## config.mk

```make
export PLATFORM = sky130hd
export DESIGN_NAME = axi_rd_burst_ctrl
export DESIGN_NICKNAME = d
export VERILOG_FILES = /design/src/rtl/axi_rd_burst_ctrl.sv
export SDC_FILE = /design/constraint.sdc
export NUM_CORES = 1
export LEC_CHECK = 0
export ABC_AREA = 1
export ABC_CLOCK_PERIOD_IN_PS = 5200
export CAP_MARGIN = 20
export CORE_UTILIZATION = 47
export DETAILED_ROUTE_END_ITERATION = 12
export GPL_TIMING_DRIVEN = 1
export PLACE_DENSITY = 0.83
export SYNTH_ARGS = -nofsm -noshare
export SYNTH_HDL_FRONTEND = slang
export SYNTH_SLANG_ARGS = --single-unit
```

## constraint.sdc

```tcl
create_clock -name clk -period 5.2 [get_ports clk]
set_clock_uncertainty 0.15 [all_clocks]
set_input_delay 1.04 -clock clk [delete_from_list [all_inputs] [get_ports clk]]
set_output_delay 1.04 -clock clk [all_outputs]
set_load 0.005 [all_outputs]
```

## src/rtl/axi_rd_burst_ctrl.sv

```systemverilog
// Read-burst sequencer for axi_master_rd: walks a circular DDR3 region in 4 KB-safe
// INCR bursts, gates issue on FIFO room, forwards beats and checks per-burst beat counts.
module axi_rd_burst_ctrl #(
    parameter int unsigned FIFO_DEPTH = 1024,
    parameter int unsigned CNT_W      = 11
) (
    input  logic             clk,
    input  logic             rst_n,
    input  logic             rd_en,
    input  logic [29:0]      rd_base_addr,
    input  logic [29:0]      rd_end_addr,
    input  logic [8:0]       rd_burst_beats,
    input  logic             rd_addr_rst,
    input  logic [CNT_W-1:0] rd_fifo_wr_cnt,
    input  logic             rd_ready,
    input  logic             rd_done,
    input  logic [63:0]      rd_data,
    input  logic             m_axi_r_handshake,
    output logic             rd_start,
    output logic [29:0]      rd_addr,
    output logic [7:0]       rd_len,
    output logic             rd_fifo_wr_en,
    output logic [63:0]      rd_fifo_wr_data,
    output logic             rd_busy,
    output logic             rd_beat_err
);

    localparam int unsigned AW = 30;
    localparam int unsigned DW = 64;
    localparam int unsigned BW = 9;

    typedef enum logic [1:0] {
        S_IDLE = 2'd0,
        S_REQ  = 2'd1,
        S_WAIT = 2'd2
    } state_t;

    state_t        state_q, state_d;
    logic [AW-1:0] ptr_q, ptr_d;
    logic          pend_q, pend_d;
    logic          start_q, start_d;
    logic [AW-1:0] addr_q, addr_d;
    logic [7:0]    len_q, len_d;
    logic          busy_q, busy_d;
    logic          err_q, err_d;
    logic [BW-1:0] cnt_q, cnt_d;

    logic [12:0]   room_c;
    logic [BW-1:0] cfg_c;
    logic [BW-1:0] beats_c;
    logic          space_ok_c;
    logic [AW:0]   nxt_c;
    logic          wrap_c;

    // Burst sizing: clamp config to 1..256, then stop at the next 4 KB line.
    always_comb begin
        room_c  = (13'd4096 - 13'(ptr_q[11:0])) >> 3;
        if (rd_burst_beats == 9'd0) begin
            cfg_c = 9'd1;
        end else if (rd_burst_beats > 9'd256) begin
            cfg_c = 9'd256;
        end else begin
            cfg_c = rd_burst_beats;
        end
        beats_c    = (13'(cfg_c) < room_c) ? cfg_c : room_c[BW-1:0];
        space_ok_c = (32'(rd_fifo_wr_cnt) <= FIFO_DEPTH) &&
                     ((FIFO_DEPTH - 32'(rd_fifo_wr_cnt)) >= 32'(beats_c));
        nxt_c      = 31'(addr_q) + ((31'(len_q) + 31'd1) << 3);
        wrap_c     = (nxt_c >= 31'(rd_end_addr));
    end

    always_comb begin
        state_d = state_q;
        ptr_d   = ptr_q;
        pend_d  = pend_q;
        start_d = 1'b0;
        addr_d  = addr_q;
        len_d   = len_q;
        busy_d  = busy_q;
        err_d   = err_q;
        cnt_d   = m_axi_r_handshake ? (cnt_q + 9'd1) : cnt_q;

        case (state_q)
            S_IDLE: begin
                if (pend_q || rd_addr_rst) begin
                    ptr_d  = rd_base_addr;
                    pend_d = 1'b0;
                end else if (rd_en && rd_ready && space_ok_c) begin
                    state_d = S_REQ;
                    start_d = 1'b1;
                    addr_d  = ptr_q;
                    len_d   = 8'(beats_c - 9'd1);
                    busy_d  = 1'b1;
                end
            end
            S_REQ: begin
                state_d = S_WAIT;
                cnt_d   = '0;
                if (rd_addr_rst) begin
                    pend_d = 1'b1;
                end
            end
            S_WAIT: begin
                if (rd_addr_rst) begin
                    pend_d = 1'b1;
                end
                if (rd_done) begin
                    state_d = S_IDLE;
                    busy_d  = 1'b0;
                    if (cnt_d != (9'(len_q) + 9'd1)) begin
                        err_d = 1'b1;
                    end
                    // A pending or coincident pointer reset overrides the advance.
                    if (pend_q || rd_addr_rst) begin
                        ptr_d  = rd_base_addr;
                        pend_d = 1'b0;
                    end else if (wrap_c) begin
                        ptr_d = rd_base_addr;
                    end else begin
                        ptr_d = nxt_c[AW-1:0];
                    end
                end
            end
            default: begin
                state_d = S_IDLE;
            end
        endcase
    end

    // pend_q comes out of reset set so the pointer loads rd_base_addr first.
    always_ff @(posedge clk or negedge rst_n) begin
        if (!rst_n) begin
            state_q <= S_IDLE;
            ptr_q   <= '0;
            pend_q  <= 1'b1;
            start_q <= 1'b0;
            addr_q  <= '0;
            len_q   <= '0;
            busy_q  <= 1'b0;
            err_q   <= 1'b0;
            cnt_q   <= '0;
        end else begin
            state_q <= state_d;
            ptr_q   <= ptr_d;
            pend_q  <= pend_d;
            start_q <= start_d;
            addr_q  <= addr_d;
            len_q   <= len_d;
            busy_q  <= busy_d;
            err_q   <= err_d;
            cnt_q   <= cnt_d;
        end
    end

    assign rd_start    = start_q;
    assign rd_addr     = addr_q;
    assign rd_len      = len_q;
    assign rd_busy     = busy_q;
    assign rd_beat_err = err_q;

    // Pass-through beat path; held low during reset like every other output.
    assign rd_fifo_wr_en   = m_axi_r_handshake & rst_n;
    assign rd_fifo_wr_data = rd_data & {DW{rst_n}};

endmodule
```

After elaboration in Yosys (flattened, before gate mapping). Cells that the tools add are included.

Bits in writable memories: 0. Bits in latches: 0. Memories: 0. ROM bits: 0. Bits in registers: 83.

Add/subtract/negate cells: 7. $lt $le $gt $ge: 5. Reduce and logical (&&, ||, !) cells: 14. Multiplexer cells: 26. Bitwise logic cells: 3. Shift-type cells: 0. Div/mod/pow operators: 0. Equality and inequality tests: 7. Multipliers: 0.

Operators with widths (count): two-way mux 30 bit (4); AND 64 bit (1); one-hot mux 30 bit (2 select lines) (1); two-way mux 9 bit (5); greater-or-equal comparator 32 x 9 -> 1 bit (1); adder 30 x 12 -> 31 bit (1); greater-or-equal comparator 31 x 30 -> 1 bit (1); adder 8 x 1 -> 9 bit (second input constant) (2); subtractor 13 x 12 -> 13 bit (first input constant) (1); AND reduction 3 bit (4); subtractor 11 x 11 -> 12 bit (first input constant) (1); less-or-equal comparator 11 bit (second input constant) (1); less-than comparator 9 x 10 -> 1 bit (1); two-way mux 1 bit (10); adder 9 x 1 -> 9 bit (second input constant) (1); greater-than comparator 9 bit (second input constant) (1); zero test 9 bit (1); != test 9 bit (1); != test 2 bit (second input constant) (4); subtractor 8 x 1 -> 8 bit (second input constant) (1); two-way mux 2 bit (3); one-hot mux 2 bit (3 select lines) (1); AND reduction 4 bit (1); logical AND 1 bit (3); other kinds (11) (11).

Logic depth before layout (Yosys ltp). Gate-level depths: netlist (run 1).

Depth in word-level cells: 11. Gate-level depth with buffers: 38. Gate-level depth less buffers: 37.

Worst setup path after synthesis (run 1). Ideal clock, no wire load.

Path kind: register to register. From: register len_q[0] (netlist: rd_len[0]). To: register ptr_q[0]. Path buffers: 1. Path slack: 0.944 ns. Period minus slack after synthesis: 4.256 ns. Arrival: 3.988 ns. Setup time: 0.118 ns. Cell stages (with the launch flop): 32. Cells stage by stage: dfrtp_1 -> ha_1 -> nand2_1 -> nor2_1 -> nand3_1 -> nand2_1 -> inv_1 -> ha_1 -> a21oi_1 -> nand2_1 -> a21oi_1 -> inv_1 -> a21oi_1 -> inv_1 -> nand2_1 -> nor2_1 -> nand3_1 -> nand2_1 -> nand2_1 -> inv_1 -> ha_1 -> a21oi_1 -> nor2_1 -> a2111oi_0 -> nand2_1 -> nand2_1 -> nand2_1 -> nand2_1 -> clkbuf_1 -> nand4_1 -> nand3_1 -> nand2_1.

Word-level cells in the longest chain between the ends: 7.

Ends and longest elaborated chain: start, declared (line 43) `logic [7:0] len_q, len_d;`; start signal, assigned (line 148) `len_q <= len_d;`; adder 8 x 1 -> 9 bit (line 68) `nxt_c = 31'(addr_q) + ((31'(len_q) + 31'd1) << 3);`; adder 30 x 12 -> 31 bit (line 68); greater-or-equal comparator 31 x 30 -> 1 bit (line 69) `wrap_c = (nxt_c >= 31'(rd_end_addr));`; two-way mux 30 bit (line 117) `end else if (wrap_c) begin`; two-way mux 30 bit (line 114) `if (pend_q || rd_addr_rst) begin`; two-way mux 30 bit (line 107) `if (rd_done) begin`; one-hot mux 30 bit (2 select lines) (line 83) `case (state_q)`; end signal, assigned (line 144) `ptr_q <= ptr_d;`; end, declared (line 39) `logic [AW-1:0] ptr_q, ptr_d;`.

Every way passes these cells. The select of a mux whose other input is x is not followed. A chain may end at the register's enable or synchronous reset.

Final worst setup path (run 1).
From: register len_q[0] (netlist: rd_len[0]). To: register ptr_q[29].

Word-level cells in the longest chain between the ends: 7.

Ends and longest elaborated chain (line): adder 8 x 1 -> 9 bit (*) (68); adder 30 x 12 -> 31 bit (*) (68); greater-or-equal comparator 31 x 30 -> 1 bit (69); two-way mux 30 bit (*) (117); two-way mux 30 bit (*) (114); two-way mux 30 bit (*) (107); one-hot mux 30 bit (2 select lines) (*) (83).

Every way passes the cells marked *; elsewhere a longest branch is shown, timed or not. The select of a mux whose other input is x is not followed.

==> impl_metrics.ini, run 1 <==
[clocking]
cts_tree = yes
holdBufCountCts = 0
clock_path_buffers = 2
cts-root-buf = clkbuf_16
cts_made_buffers = 9
clock_sinks = 83
htree_levels = 3
clk_latency_ns = 0.35
path_clk_slew_ns = 0.06

[routing]
drt_pass1_iterations = 6
vias_per_cell = 5.20
wl_per_cell_microns = 15.5
postRouteAntennaNets = 0
drtIter0Drc = 622
drcViolationCount = 0
wl_mm = 25.4
via_count = 8515

[sta]
final.min_clock_period_ns = 5.00
finalSetupViolCount = 0
worst_slew_pin_slew_ns = 1.06
fmax_mhz = 200
whs_ns = 0.321
relSlewSlack = 0.294
fin_crit_sh = 0.961
setup_tns_ns = 0
worst_slack_ns = 0.203
finalHoldViolations = 0
maxSlewViolCount = 0

[layout]
area_growth_pct = 45.1
layout_common_cells = nand2_1, inv_1, clkdlybuf4s50_1
final_nets = 1636
layout-drive-gt1-share = 0.0575
n_fill_cell = 1234
antennaDiodeCount = 0
layout_commonest_cell = nand2_1
finalInstanceArea_sq_um = 10900

[yosys]
synth_edf_count = 0
synth_xor_area_frac = 0.0573
synth_compound_area_frac = 0.0779
synth-seq-cells = 83
synthSimpleGateAreaFrac = 0.323
synth_area_per_cell_sq_um = 6.44
synthMuxAreaShare = 0.00134
synth_fp_nets = 1377
synth_ff_type = dfrtp_1
syn_inst = 1162
synth_seq_area_share = 0.278
async_flop_share = 1.00
yosysWarnings = 0
synthDistinctLibCells = 51
yosys.area_share.adder = 0.108
syn_area_sq_um = 7490
synth_top_family_by_area = simple AND/OR/NAND/NOR gates

[setup_path]
worstPathMaxFanout = 9
crit_family = simple AND/OR/NAND/NOR gates
crit_type = reg2reg
startpoint_type = flip-flop
slowest_delay_ns = 0.42
critPathArrivalTime_ns = 5.13
worst_ep_required_time_ns = 5.33
cp_common_cell = nand2_1
slowest_stage = dfrtp_2
critPathBufInv = 6
end_kind = flip-flop

[placed_design]
dp_hpwl_mm = 19.0
placed_cell_area_sq_um = 10300
preCtsSetupSlack_ns = -0.0286
place.gp.congestion = 0.889
io_buffers = 256

[pwr]
netSwitchingFraction = 0.471
clockPowerShare = 0.129
pwr-share-seq = 0.251
max-vdd-ir-drop_mv = 0.250
p_sw_uw = 2340
p_leak_uw = 0.00584
comb_power_share = 0.621
p_int_uw = 2630
powerDensity_nw_per_um2 = 457
power_uw = 4960

[floorplanning]
rows = 45
pin_count = 257
start_util = 0.487
die_w_microns = 128
die-area_sq_um = 16400
coreArea_sq_um = 15400
die_h_microns = 128

[status]
outcome = finished, final reports clean

[global_route]
grt_util_all_layers = 0.296
grt_pass1_wl_mm = 37.8
grt_antenna_before_repair = 0
globalRouteOverflowTotal = 0
grt_pass1_vias = 7788
grt_max_degree = 73

[run]
cap_viol_max_count = 0

[min_path]
hold_path_class = reg2reg
cell usage after synthesis, types with 2 or more instances:
library cell | n | share of area
nor2_1 | 73 | 0.037
o2111ai_1 | 2 | 0.0023
nand4_1 | 43 | 0.036
nor2_2 | 3 | 0.0025
ha_1 | 63 | 0.11
a31oi_1 | 3 | 0.0025
dfrtp_1 | 82 | 0.27
nand2_1 | 354 | 0.18
buf_6 | 5 | 0.0075
nor3_1 | 12 | 0.0080
a21oi_1 | 30 | 0.020
buf_1 | 2 | 0.0010
nand3_1 | 54 | 0.036
nor3_2 | 2 | 0.0027
xnor2_1 | 9 | 0.011
clkbuf_1 | 27 | 0.014
nand2_2 | 4 | 0.0033
xor2_1 | 40 | 0.047
nor4_1 | 2 | 0.0017
o21ai_1 | 26 | 0.017
inv_1 | 260 | 0.13
o21ai_0 | 37 | 0.025
per-stage QoR:
stage,cells,utilization
6_report,1637,0.707
5_1_grt,1637,0.707
4_1_cts,1625,0.688
3_5_place_dp,1609,0.669
3_3_place_gp,1609,0.669
2_1_floorplan,1162,-
tightest hold or removal path, stage by stage (launching register included):
cell	delay [ns]
dfstp_2	0.37
nand2_1	0.05
nand2_1	0.05
layout make-up:
cell class                      instances  area, sq um  area share
Clock inverter                          5         52.6     0.00484
Multi-Input combinational cell        785         4410       0.405
Tap cell                              211          264      0.0243
Clock buffer                           11          243      0.0223
Inverter                              261          980      0.0902
Timing Repair Buffer                  281         2840       0.262
Sequential cell                        83         2080       0.191
routing by layer:
metal  routed length, microns  track usage  vias up
met3                     2350       0.0413       71
met1                     9510        0.347     3839
met4                     1120        0.129        0
met5                        0            0        -
li1                         -            -     4096
met2                    12400        0.534      509
final timing paths:
| path | from | cells past startpoint | slack, ns | to |
|---|---|---|---|---|
| worst max-delay path | rd_len[0] | 34 | 0.20 | ptr_q[29] |
| worst min-delay path | pend_q | 2 | 0.32 | pend_q |
| worst max register to register | rd_len[0] | 34 | 0.20 | ptr_q[29] |
| worst min register to register | pend_q | 2 | 0.32 | pend_q |
| max in group asynchronous | rst_n | 2 | 3.19 | rd_len[0] |
| min in group asynchronous | rst_n | 1 | 0.61 | ptr_q[25] |
power groups by stage:
stage,Clock (uW),Combinational (uW),Sequential [uW]
floorplan,0,1810,1170
global placement,0,2780,1230
detailed placement,0,2880,1230
CTS,640,2910,1230
global route,673,3430,1280
finish,639,3080,1240
repair_timing:
action	in CTS	in global routing
setup buffers	0	8
endpoints found under the setup margin	2	69
pin swaps	0	8
gates resized for setup	1	28
cloned	0	4
flip-flops by register name, indices dropped and copies added, names as in the netlist:
name	flops
rd_start	1
state_q	2
rd_addr	30
rd_beat_err	1
ptr_q	30
rd_len	8
pend_q	1
cnt_q	9
rd_busy	1
cell families (layout without fill, tap and decap cells):
family	count (synthesis)	in the layout
simple gates	560	563
buf+inv	297	558
compound gates	108	108
flops	83	83
fa+ha+maj	64	64
xor+xnor	49	49
mux	1	1
Note: power is estimated with default switching activity, not from simulation.
==> run 2, diff against run 1 <==
CORE_ASPECT_RATIO = 0.75   (was not set)
==> impl_metrics.ini, run 2 (synthesis gave the netlist of run 1 again) <==
[setup_path]
startpoint_type = flip-flop
reg2reg_from = rd_len[1]
critPathBufInv = 5
end_kind = flip-flop
slowest_delay_ns = 0.43
r2r_slack_ns = 0.15
crit_family = simple AND/OR/NAND/NOR gates
worst_ep_required_time_ns = 5.33
worstPathMaxFanout = 30
crit_type = reg2reg
slowest_stage = dfrtp_1
cp_common_cell = nand2_1
critPathArrivalTime_ns = 5.18
cp-startpoint = rd_len[1]

[layout]
area_growth_pct = 43.4
layout-drive-gt1-share = 0.0542
final_nets = 1631
antennaDiodeCount = 0
layout_commonest_cell = nand2_1
layout_common_cells = nand2_1, inv_1, clkdlybuf4s50_1
finalInstanceArea_sq_um = 10700

[routing]
postRouteAntennaNets = 0
wl_per_cell_microns = 16.0
drcViolationCount = 0
via_count = 8455
drt_pass1_iterations = 6
drtIter0Drc = 794
vias_per_cell = 5.20
wl_mm = 25.9

[clocking]
clk_latency_ns = 0.34
htree_levels = 3
holdBufCountCts = 0
cts_made_buffers = 9
clock_sinks = 83
clock_path_buffers = 2
path_clk_slew_ns = 0.06
cts_tree = yes
cts-root-buf = clkbuf_16

[sta]
fmax_mhz = 198
setup_tns_ns = 0
maxSlewViolCount = 0
final.min_clock_period_ns = 5.05
finalHoldViolations = 0
whs_ns = 0.307
fin_crit_sh = 0.971
worst_slew_pin_slew_ns = 1.09
relSlewSlack = 0.275
worst_slack_ns = 0.151
finalSetupViolCount = 0

[floorplanning]
pin_count = 257
coreArea_sq_um = 15400
rows = 39
die_w_microns = 148
die-area_sq_um = 16400
die_h_microns = 111
start_util = 0.486

[pwr]
max-vdd-ir-drop_mv = 0.268
powerDensity_nw_per_um2 = 465
p_leak_uw = 0.00579

[placed_design]
placed_cell_area_sq_um = 10300
preCtsSetupSlack_ns = -0.0359
dp_hpwl_mm = 19.4
place.gp.congestion = 0.939
io_buffers = 256

[global_route]
grt_util_all_layers = 0.300
grt_pass1_wl_mm = 38.9
grt_pass1_vias = 7815
grt_antenna_before_repair = 0
globalRouteOverflowTotal = 0
grt_max_degree = 82

[min_path]
min_from = pend_q
hold_path_class = reg2reg

[status]
outcome = finished, final reports clean

[run]
cap_viol_max_count = 0
==> run 2: cell count changes in the layout (fill, tap and decap cells not counted), moves of 2 or more <==
cell,previous run,this run
buf_12,5,1
buf_4,17,19
buf_6,2,0
clkbuf_1,1,3
dfrtp_1,81,79
dfrtp_2,1,3
ha_1,61,59
nand2_2,5,3
o21ai_0,35,33
==> run 2: power by group <==
part / switching (uW) / internal, uW / total, uW
Combinational: 1790 / 1310 / 3090
Clock: 256 / 384 / 641
Sequential: 317 / 941 / 1260
Total: 2360 / 2630 / 4990
==> run 2: path summary, 6_finish.rpt <==
kind	endpoint	depth (start not counted)
worst max-delay path	ptr_q[29]	30
worst min-delay path	pend_q	2
worst max register to register	ptr_q[29]	30
worst min register to register	pend_q	2
max in group asynchronous	rd_len[5]	2
min in group asynchronous	ptr_q[23]	1
==> run 2: cell type report <==
cell class                 instances  area, sq um
timing repair buffer             276         2730
multi-input combinational        785         4400
clock inverter                     3         40.0
clock buffer                      13          250
fill                            1303         4680
tap                              205          256
sequential                        83         2080
inverter                         261          980
==> run 2: repair_timing <==
action,4_1_cts,5_1_grt
gates resized for setup,0,27
setup buffers,0,6
endpoints found under the setup margin,0,69
==> run 2: stage by stage <==
| step | util | std cells | power, uW |
|---|---|---|---|
| after CTS | 0.684 | 1617 | 4780 |
| after global placement | 0.665 | 1601 | 4010 |
| after detailed placement | 0.665 | 1601 | 4110 |
| final | 0.697 | 1626 | 4990 |
| after floorplan | - | 1162 | 2980 |
| after global routing | 0.697 | 1626 | 5390 |
==> run 2: tightest hold or removal path, cell delays in order (launching register included) <==
cell and delay, ns:
dfstp_2 0.37, nand2_1 0.05, nand2_1 0.04
==> run 2: routing by layer <==
| layer | global-route usage | wire (microns) | vias to the layer above |
|---|---|---|---|
| li1 | - | - | 4095 |
| met1 | 0.374 | 10300 | 3844 |
| met2 | 0.528 | 12500 | 464 |
| met3 | 0.0539 | 2440 | 52 |
| met4 | 0.0887 | 684 | 0 |
| met5 | 0 | 0 | - |
==> run 3, diff against run 2 <==
CAP_MARGIN = 30   (was 20)
==> impl_metrics.ini, run 3 (synthesis gave the netlist of run 1 again) <==
[status]
outcome = finished, final reports clean

[global_route]
grt_max_degree = 82
grt_antenna_before_repair = 0
grt_pass1_wl_mm = 39.1
grt_util_all_layers = 0.302
grt_pass1_vias = 7867
globalRouteOverflowTotal = 0

[layout]
final_nets = 1635
layout_commonest_cell = nand2_1
antennaDiodeCount = 0
utilization = 0.702
layout_common_cells = nand2_1, inv_1, clkdlybuf4s50_1
seq_area_sq_um = 2080
multiInputGateArea_sq_um = 4410
n_fill_cell = 1271
instances_no_fill = 1629
area_growth_pct = 44.6
layout-drive-gt1-share = 0.0576

[pwr]
max-vdd-ir-drop_mv = 0.294
p_leak_uw = 0.00583
pwr-share-seq = 0.252
comb_power_share = 0.625
p_sw_uw = 2380
p_int_uw = 2620
netSwitchingFraction = 0.476
clockPowerShare = 0.122
powerDensity_nw_per_um2 = 462

[sta]
finalSetupViolCount = 0
worst_slack_ns = 0.169
worst_slew_pin_slew_ns = 0.924
relSlewSlack = 0.382
setup_tns_ns = 0
fmax_mhz = 199
finalHoldViolations = 0
maxSlewViolCount = 0
final.min_clock_period_ns = 5.03
fin_crit_sh = 0.967

[setup_path]
slowest_stage = dfrtp_1
crit_type = reg2reg
cp_common_cell = nand2_1
r2r_slack_ns = 0.17
critPathArrivalTime_ns = 5.16
end_kind = flip-flop
startpoint_type = flip-flop
worst_ep_required_time_ns = 5.33
worstPathMaxFanout = 30
slowest_delay_ns = 0.42

[floorplanning]
die-area_sq_um = 16400
die_w_microns = 148
pin_count = 257
rows = 39
start_util = 0.486
coreArea_sq_um = 15400
die_h_microns = 111

[placed_design]
place.gp.congestion = 0.939
io_buffers = 256
dp_hpwl_mm = 19.6
preCtsSetupSlack_ns = -0.0846
dp_cells = 1602

[routing]
drt_pass1_iterations = 5
drcViolationCount = 0
wl_per_cell_microns = 16.2
vias_per_cell = 5.22
via_count = 8500
wl_mm = 26.4
drtIter0Drc = 763
postRouteAntennaNets = 0

[run]
cap_viol_max_count = 0

[clocking]
cts-root-buf = clkbuf_16
clock_sinks = 83
clk_latency_ns = 0.34
clock_path_buffers = 2
path_clk_slew_ns = 0.06
htree_levels = 3
cts_made_buffers = 9
cts_tree = yes

[min_path]
hold_path_class = reg2reg
-- run 3: area by class of cell --
type | count | share of cell area
sequential | 83 | 0.192
tap | 205 | 0.0237
multi-input combinational | 785 | 0.408
clock buffer | 13 | 0.0250
timing repair buffer | 280 | 0.260
clock inverter | 2 | 0.000924
inverter | 261 | 0.0905
-- run 3: worst max-delay path: cells and delay by family (launching register included) --
kind / cells / cell delay, ns
AO/OA/AOI/OAI: 3 / 0.43
AND/OR/NAND/NOR: 18 / 2.40
buffers and inverters: 4 / 0.60
adder cells (fa/ha/maj): 2 / 0.59
flip-flops: 1 / 0.42
XOR/XNOR: 2 / 0.38
-- run 3: timing repair --
action,in CTS,in global routing
hold buffers,0,0
gates resized for setup,1,25
pin swaps,0,7
buffers inserted,0,9
setup endpoints to repair,1,69
gates cloned,0,3
-- run 3: final timing paths --
kind                            startpoint         to  cells after the start
min in group asynchronous            rst_n  ptr_q[23]                      1
worst max-delay path             rd_len[1]  ptr_q[29]                     29
worst min-delay path                pend_q     pend_q                      2
max in group asynchronous            rst_n  rd_len[0]                      2
worst min register to register      pend_q     pend_q                      2
worst max register to register   rd_len[1]  ptr_q[29]                     29
-- run 3: power groups by stage --
stage	Combinational, uW	Sequential, uW	Clock [uW]
final	3130	1260	612
after global routing	3480	1290	639
after CTS	2930	1240	613
after detailed placement	2900	1240	0
after global placement	2780	1230	0
after floorplan	1810	1170	0
-- run 3: metal layers --
layer	up-vias	track usage	wire length [microns]
met5	-	0	0
met4	0	0.118	1160
met3	80	0.0584	2520
met2	503	0.513	12200
met1	3823	0.378	10500
li1	4094	-	-
-- run 3: metrics by stage --
stage	hold slack (ns)	total power (uW)	area, sq um
after floorplan	0.289	2980	7490
after global placement	0.296	4010	10300
after detailed placement	0.299	4140	10300
after CTS	0.307	4780	10600
after global routing	0.360	5410	10800
final	0.306	5000	10800
